`src/rtl/regfile_wport_arbiter_if.sv`:
```
// Bundle for the register-file write-port arbiter: two writer handshakes,
// reservation and hazard lookup, and the registered write port.
interface regfile_wport_arbiter_if;
  logic        a_valid;
  logic        a_ready;
  logic [3:0]  a_addr;
  logic [31:0] a_data;
  logic        b_valid;
  logic        b_ready;
  logic [3:0]  b_addr;
  logic [31:0] b_data;
  logic        rsv_valid;
  logic [3:0]  rsv_addr;
  logic [3:0]  ra1;
  logic [3:0]  ra2;
  logic        hazard;
  logic [14:0] pend;
  logic        we3;
  logic [3:0]  wa3;
  logic [31:0] wd3;
  logic        pc_drop;

  modport master (
    output a_valid, a_addr, a_data,
    output b_valid, b_addr, b_data,
    output rsv_valid, rsv_addr, ra1, ra2,
    input  a_ready, b_ready, hazard, pend,
    input  we3, wa3, wd3, pc_drop
  );

  modport slave (
    input  a_valid, a_addr, a_data,
    input  b_valid, b_addr, b_data,
    input  rsv_valid, rsv_addr, ra1, ra2,
    output a_ready, b_ready, hazard, pend,
    output we3, wa3, wd3, pc_drop
  );
endinterface

```
`src/rtl/regfile_wport_arbiter.sv`:
```
// Shares the single register-file write port between writeback (A) and
// a long-latency unit (B), with a starvation guard and pending scoreboard.
module regfile_wport_arbiter #(
  parameter int unsigned STARVE_LIMIT = 4
) (
  input logic                   clk,
  input logic                   reset,
  regfile_wport_arbiter_if.slave bus
);

  typedef enum logic {
    PRI_A,
    FORCE_B
  } state_e;

  localparam logic [3:0] LIMIT_M1 = 4'(STARVE_LIMIT - 1);

  state_e      state_q, state_d;
  logic [3:0]  wait_cnt_q, wait_cnt_d;
  logic [14:0] pend_q, pend_d;
  logic        we3_q, we3_d;
  logic [3:0]  wa3_q, wa3_d;
  logic [31:0] wd3_q, wd3_d;
  logic        pc_drop_q, pc_drop_d;

  logic        a_rdy, b_rdy;
  logic        a_xfer, b_xfer, b_wait;
  logic [3:0]  x_addr;
  logic [31:0] x_data;
  logic [15:0] pend_ext;
  logic        h1, h2;

  always_comb begin
    a_rdy = 1'b0;
    b_rdy = 1'b0;
    if (!reset) begin
      unique case (state_q)
        PRI_A: begin
          a_rdy = 1'b1;
          b_rdy = ~bus.a_valid;
        end
        FORCE_B: b_rdy = 1'b1;
        default: ;
      endcase
    end
  end

  assign a_xfer = bus.a_valid & a_rdy;
  assign b_xfer = bus.b_valid & b_rdy;
  assign b_wait = bus.b_valid & ~b_rdy;
  assign x_addr = a_xfer ? bus.a_addr : bus.b_addr;
  assign x_data = a_xfer ? bus.a_data : bus.b_data;

  always_comb begin
    state_d    = state_q;
    wait_cnt_d = wait_cnt_q;
    if (b_xfer) begin
      wait_cnt_d = 4'd0;
    end else if (b_wait && wait_cnt_q != 4'hF) begin
      wait_cnt_d = wait_cnt_q + 4'd1;
    end
    unique case (state_q)
      PRI_A: begin
        if (b_wait && wait_cnt_q == LIMIT_M1) begin
          state_d = FORCE_B;
        end
      end
      FORCE_B: begin
        if (b_xfer) begin
          state_d = PRI_A;
        end else if (!bus.b_valid) begin
          // B abandoned its request: fall back rather than lock out A
          state_d    = PRI_A;
          wait_cnt_d = 4'd0;
        end
      end
      default: state_d = PRI_A;
    endcase
  end

  always_comb begin
    pend_d = pend_q;
    if (b_xfer && bus.b_addr != 4'hF) begin
      pend_d[bus.b_addr] = 1'b0;
    end
    if (bus.rsv_valid && bus.rsv_addr != 4'hF) begin
      pend_d[bus.rsv_addr] = 1'b1;
    end
  end

  always_comb begin
    we3_d     = 1'b0;
    wa3_d     = wa3_q;
    wd3_d     = wd3_q;
    pc_drop_d = 1'b0;
    if (a_xfer || b_xfer) begin
      if (x_addr == 4'hF) begin
        pc_drop_d = 1'b1;
      end else begin
        we3_d = 1'b1;
        wa3_d = x_addr;
        wd3_d = x_data;
      end
    end
  end

  always_ff @(posedge clk) begin
    if (reset) begin
      state_q    <= PRI_A;
      wait_cnt_q <= 4'd0;
      pend_q     <= 15'd0;
      we3_q      <= 1'b0;
      wa3_q      <= 4'd0;
      wd3_q      <= 32'd0;
      pc_drop_q  <= 1'b0;
    end else begin
      state_q    <= state_d;
      wait_cnt_q <= wait_cnt_d;
      pend_q     <= pend_d;
      we3_q      <= we3_d;
      wa3_q      <= wa3_d;
      wd3_q      <= wd3_d;
      pc_drop_q  <= pc_drop_d;
    end
  end

  // In-flight write counts too: the file only commits at the next edge
  assign pend_ext = {1'b0, pend_q};
  assign h1 = (bus.ra1 != 4'hF) &&
              (pend_ext[bus.ra1] || (we3_q && wa3_q == bus.ra1));
  assign h2 = (bus.ra2 != 4'hF) &&
              (pend_ext[bus.ra2] || (we3_q && wa3_q == bus.ra2));

  assign bus.a_ready = a_rdy;
  assign bus.b_ready = b_rdy;
  assign bus.hazard  = h1 | h2;
  assign bus.pend    = pend_q;
  assign bus.we3     = we3_q;
  assign bus.wa3     = wa3_q;
  assign bus.wd3     = wd3_q;
  assign bus.pc_drop = pc_drop_q;

endmodule

```
`src/flat_wrapper.sv`:
```
// flat-port wrapper written by rule: the top's interface ports become plain ports
module regfile_wport_arbiter_flat 
#(
  parameter int unsigned STARVE_LIMIT = 4
)
  (clk, reset, bus_a_valid, bus_a_addr, bus_a_data, bus_b_valid, bus_b_addr, bus_b_data, bus_rsv_valid, bus_rsv_addr, bus_ra1, bus_ra2, bus_a_ready, bus_b_ready, bus_hazard, bus_pend, bus_we3, bus_wa3, bus_wd3, bus_pc_drop);
  regfile_wport_arbiter_if bus_i ();
  input logic clk;
  input logic reset;
  input wire logic [$bits(bus_i.a_valid)-1:0] bus_a_valid;
  input wire logic [$bits(bus_i.a_addr)-1:0] bus_a_addr;
  input wire logic [$bits(bus_i.a_data)-1:0] bus_a_data;
  input wire logic [$bits(bus_i.b_valid)-1:0] bus_b_valid;
  input wire logic [$bits(bus_i.b_addr)-1:0] bus_b_addr;
  input wire logic [$bits(bus_i.b_data)-1:0] bus_b_data;
  input wire logic [$bits(bus_i.rsv_valid)-1:0] bus_rsv_valid;
  input wire logic [$bits(bus_i.rsv_addr)-1:0] bus_rsv_addr;
  input wire logic [$bits(bus_i.ra1)-1:0] bus_ra1;
  input wire logic [$bits(bus_i.ra2)-1:0] bus_ra2;
  output wire logic [$bits(bus_i.a_ready)-1:0] bus_a_ready;
  output wire logic [$bits(bus_i.b_ready)-1:0] bus_b_ready;
  output wire logic [$bits(bus_i.hazard)-1:0] bus_hazard;
  output wire logic [$bits(bus_i.pend)-1:0] bus_pend;
  output wire logic [$bits(bus_i.we3)-1:0] bus_we3;
  output wire logic [$bits(bus_i.wa3)-1:0] bus_wa3;
  output wire logic [$bits(bus_i.wd3)-1:0] bus_wd3;
  output wire logic [$bits(bus_i.pc_drop)-1:0] bus_pc_drop;
  assign bus_i.a_valid = bus_a_valid;
  assign bus_i.a_addr = bus_a_addr;
  assign bus_i.a_data = bus_a_data;
  assign bus_i.b_valid = bus_b_valid;
  assign bus_i.b_addr = bus_b_addr;
  assign bus_i.b_data = bus_b_data;
  assign bus_i.rsv_valid = bus_rsv_valid;
  assign bus_i.rsv_addr = bus_rsv_addr;
  assign bus_i.ra1 = bus_ra1;
  assign bus_i.ra2 = bus_ra2;
  assign bus_a_ready = bus_i.a_ready;
  assign bus_b_ready = bus_i.b_ready;
  assign bus_hazard = bus_i.hazard;
  assign bus_pend = bus_i.pend;
  assign bus_we3 = bus_i.we3;
  assign bus_wa3 = bus_i.wa3;
  assign bus_wd3 = bus_i.wd3;
  assign bus_pc_drop = bus_i.pc_drop;
  regfile_wport_arbiter #(.STARVE_LIMIT(STARVE_LIMIT)) u_core (.clk(clk), .reset(reset), .bus(bus_i));
endmodule
```
`config.mk`:
```
export PLATFORM = sky130hd
export DESIGN_NAME = regfile_wport_arbiter_flat
export DESIGN_NICKNAME = d
export VERILOG_FILES = /design/src/rtl/regfile_wport_arbiter_if.sv /design/src/rtl/regfile_wport_arbiter.sv /design/src/flat_wrapper.sv
export SDC_FILE = /design/constraint.sdc
export NUM_CORES = 1
export LEC_CHECK = 0
export BUFFER_PORTS_ARGS = -buffer_cell sky130_fd_sc_hd__buf_2
export CAP_MARGIN = 0
export CORE_ASPECT_RATIO = 1.25
export CORE_MARGIN = 5
export CORE_UTILIZATION = 25
export CTS_CLUSTER_DIAMETER = 200
export DETAILED_ROUTE_END_ITERATION = 8
export GPL_ROUTABILITY_DRIVEN = 0
export GPL_TIMING_DRIVEN = 0
export PLACE_DENSITY = 0.46
export SETUP_SLACK_MARGIN = 0.5
export SKIP_LAST_GASP = 1
export SLEW_MARGIN = 20
export SYNTH_ARGS = -nofsm -noshare
export SYNTH_HDL_FRONTEND = slang
export SYNTH_SLANG_ARGS = --single-unit
```
`constraint.sdc`:
```
create_clock -name clk -period 4 [get_ports clk]
set_clock_uncertainty 0.05 [all_clocks]
set_input_delay 0.4 -clock clk [delete_from_list [all_inputs] [get_ports clk]]
set_output_delay 0.4 -clock clk [all_outputs]
set_load 0.02 [all_outputs]
```
==> impl_metrics.py <==
metrics = {
    "status": {
        "status": "completed",
    },
    "min_path": {
        "whs_path_depth": 3,
        "hold-path-endpoint": "u_core.state_q$_SDFF_PP0_",
        "hp-start": "bus_b_valid",
        "hold_class": "input pin to flip-flop",
    },
    "global_route": {
        "grt_start_max_net_pins": 11,
        "track_usage_pct": 13.8,
        "first_global_vias": 3015,
        "grt_pass1_wl_um": 15800,
        "overflow": 0,
        "grt_antenna_before_repair": 0,
    },
    "worst_setup_path": {
        "endpoint_kind": "primary output",
        "critPathLaunchType": "input pin",
        "reg2reg_from": "u_core.state_q$_SDFF_PP0_",
        "worst_ep_arrival_time_ns": 1.90,
        "worstSetupPathType": "input pin to primary output",
        "slowest_stage": "mux4_2",
        "cp.required_ns": 3.55,
        "worstPathCellList": "clkbuf_1 > mux4_2 > mux2i_1 > o22a_1 > nand4_1 > buf_2",
        "r2r_cells": 6,
        "path_max_fanout": 8,
        "r2r-end": "u_core.bus.wd3[28]$_SDFFE_PP0P_",
        "cpPeakStageDelay_ns": 0.56,
        "r2r_slack_ns": 1.97,
    },
    "power_and_ir_drop": {
        "p_leak_nw": 1.89,
        "p_comb_share_pct": 17.7,
        "p_switching_mw": 0.455,
        "p_clk_share_pct": 46.6,
        "p_sw_share_pct": 25.3,
        "seqPwrFrac_pct": 35.7,
        "p_int_mw": 1.34,
        "finalPower_mw": 1.80,
        "ir_drop_mv": 0.196,
        "p_per_area_nw_per_um2": 415,
    },
    "routing": {
        "drtPass1Iterations": 4,
        "vias": 3099,
        "route.detailed.drc": 0,
        "drt_wl_total_um": 10500,
        "vias_per_cell": 4.84,
        "drtIter0Drc": 152,
        "avgRoutedWirePerCell_um": 16.4,
        "ant_nets": 0,
    },
    "sta": {
        "fmax_ghz": 0.426,
        "hold_violations": 0,
        "fin_crit_ns": 2.35,
        "grt_setup_unrepaired": "false",
        "setup_viol": 0,
        "fin_ws_ns": 1.65,
        "slew_headroom_pct": 43.9,
        "tns_ns": 0,
        "timing.hold.ws_ns": 0.334,
        "final_max_slew_viol_count": 0,
        "period_share_pct": 58.7,
        "worstMarginPinSlew_ns": 0.833,
    },
    "clock_tree": {
        "clk_latency_ns": 0.32,
        "clockBufferDepth": 2,
        "hold_buffers": 0,
        "cts_tree": "yes",
        "htreeDepth": 3,
        "ctsResizeCount": 0,
        "numClockSinks": 58,
        "cts_root_buf": "clkbuf_16",
        "cts_setup_buffers": 0,
        "clkTransAtPathRegs_ns": 0.05,
        "cts_made_buffers": 9,
    },
    "finish": {
        "n_fill_cell": 1301,
        "diodes": 0,
        "syn2layout_area_growth_pct": 39.2,
        "finish.net_count": 563,
        "stdcell_area_sq_um": 4330,
        "final_common_cell": "buf_2",
        "drive_gt1_share_pct": 37.6,
        "layout_common_cells": "buf_2 (143), dfxtp_1 (58), nand2_1 (53), mux2i_1 (39), o221a_1 (29)",
    },
    "floorplanning": {
        "coreArea_sq_um": 12200,
        "die_h_um": 135,
        "start_util_pct": 25.6,
        "ioPinCount": 145,
        "dieArea_sq_um": 14800,
        "rows": 45,
        "die_w_um": 110,
    },
    "yosys": {
        "ys_types": 37,
        "yosys-top-cells-area": "dfxtp_1 (37%), mux2i_1 (13%), o221a_1 (11%), nand2_1 (6.4%), a21oi_1 (3.2%)",
        "syn_inst": 325,
        "syn-num-nets": 415,
        "synth.avg_cell_area_sq_um": 9.57,
        "yosysWarnings": 0,
        "yosysTopAreaCell": "dfxtp_1",
        "netlist_area_sq_um": 3110,
        "synth.top_cell.area_share_pct": 37.3,
        "seq_area_frac_synth_pct": 37.3,
        "synth-seq-cells": 58,
    },
    "run": {
        "max_cap_viol_count": 0,
    },
    "place": {
        "dp_hpwl_um": 8380,
        "dp_worst_setup_slack_ns": 1.67,
        "placed_area_sq_um": 4000,
        "io_buffers": 137,
    },
}
==> synthesized netlist by cell type (all sizes together) <==
cell type	instances
and2	3
o221ai	4
nand4	6
o41ai	4
xnor2	6
dfxtp	58
a21oi	20
or4	2
nand4b	1
buf	11
and3	1
clkbuf	17
nand2	53
o211ai	1
inv	4
o221a	36
nand2b	3
nand3	7
mux2	4
o21ai	4
mux4	4
nor2b	3
nor2	14
a41oi	1
ha	1
o31ai	11
or3	1
nor3b	2
xor2	1
o22a	2
and4	1
mux2i	39
==> worst max path at each step <==
stage,startpoint,endpoint,cells past startpoint
6_report,bus_ra2[0],bus_hazard,6
5_1_grt,bus_ra1[0],bus_hazard,6
4_1_cts,bus_ra1[0],bus_hazard,6
3_5_place_dp,bus_ra2[0],bus_hazard,6
3_3_place_gp,bus_ra1[0],bus_hazard,6
2_1_floorplan,bus_ra2[0],bus_hazard,5
==> final cells by class <==
type / instances / area (sq um) / share of cell area, %
tap: 164 / 205 / 4.74
inverter: 4 / 15.0 / 0.347
sequential: 58 / 1160 / 26.8
timing repair buffer: 137 / 686 / 15.8
clock buffer: 12 / 267 / 6.16
multi-input combinational: 235 / 1790 / 41.3
clock inverter: 2 / 60.1 / 1.39
buffer: 28 / 146 / 3.38
==> per-stage QoR <==
| stage | std cells | utilization, % |
|---|---|---|
| 2_1_floorplan | 325 | - |
| 3_3_place_gp | 626 | 32.9 |
| 3_5_place_dp | 626 | 32.9 |
| 4_1_cts | 640 | 35.6 |
| 5_1_grt | 640 | 35.6 |
| 6_report | 640 | 35.6 |
==> sequential cells by signal, summed over array words and instances (netlist names) <==
signal	count
u_core.bus.wd3	32
u_core.bus.pend	15
u_core.wait_cnt_q	4
u_core.bus.pc_drop	1
u_core.state_q	1
u_core.bus.we3	1
u_core.bus.wa3	4
==> power by group through the flow <==
stage | Sequential, mW | Combinational, mW | Clock (mW)
after floorplan | 0.691 | 0.154 | 0
after global placement | 0.652 | 0.318 | 0
after detailed placement | 0.653 | 0.321 | 0
after CTS | 0.642 | 0.322 | 0.857
after global routing | 0.646 | 0.345 | 0.896
final | 0.641 | 0.317 | 0.836
==> worst max-delay path, delay by kind of cell <==
kind	cells	cell delay [ns]
mux	2	0.73
buf+inv	2	0.51
compound gates	1	0.16
simple gates	1	0.09
==> cells by family (layout without fill, tap and decap cells) <==
logic type | after synthesis | count (layout) | share of synthesized area [%]
compound gates | 83 | 83 | 23.5
xor+xnor | 7 | 7 | 1.97
fa+ha+maj | 1 | 1 | 0.402
buf+inv | 32 | 183 | 5.19
flops | 58 | 58 | 37.3
mux | 47 | 47 | 17.3
simple gates | 97 | 97 | 14.3
==> layer usage <==
| layer | wire length, um | vias to the layer above | global-route usage, % |
|---|---|---|---|
| met4 | 165 | 0 | 5.27 |
| li1 | - | 1529 | - |
| met3 | 676 | 10 | 3.78 |
| met2 | 5320 | 92 | 23.3 |
| met1 | 4320 | 1468 | 16.5 |
| met5 | 0 | - | 0 |
Note: power is estimated with default switching activity, not from simulation.
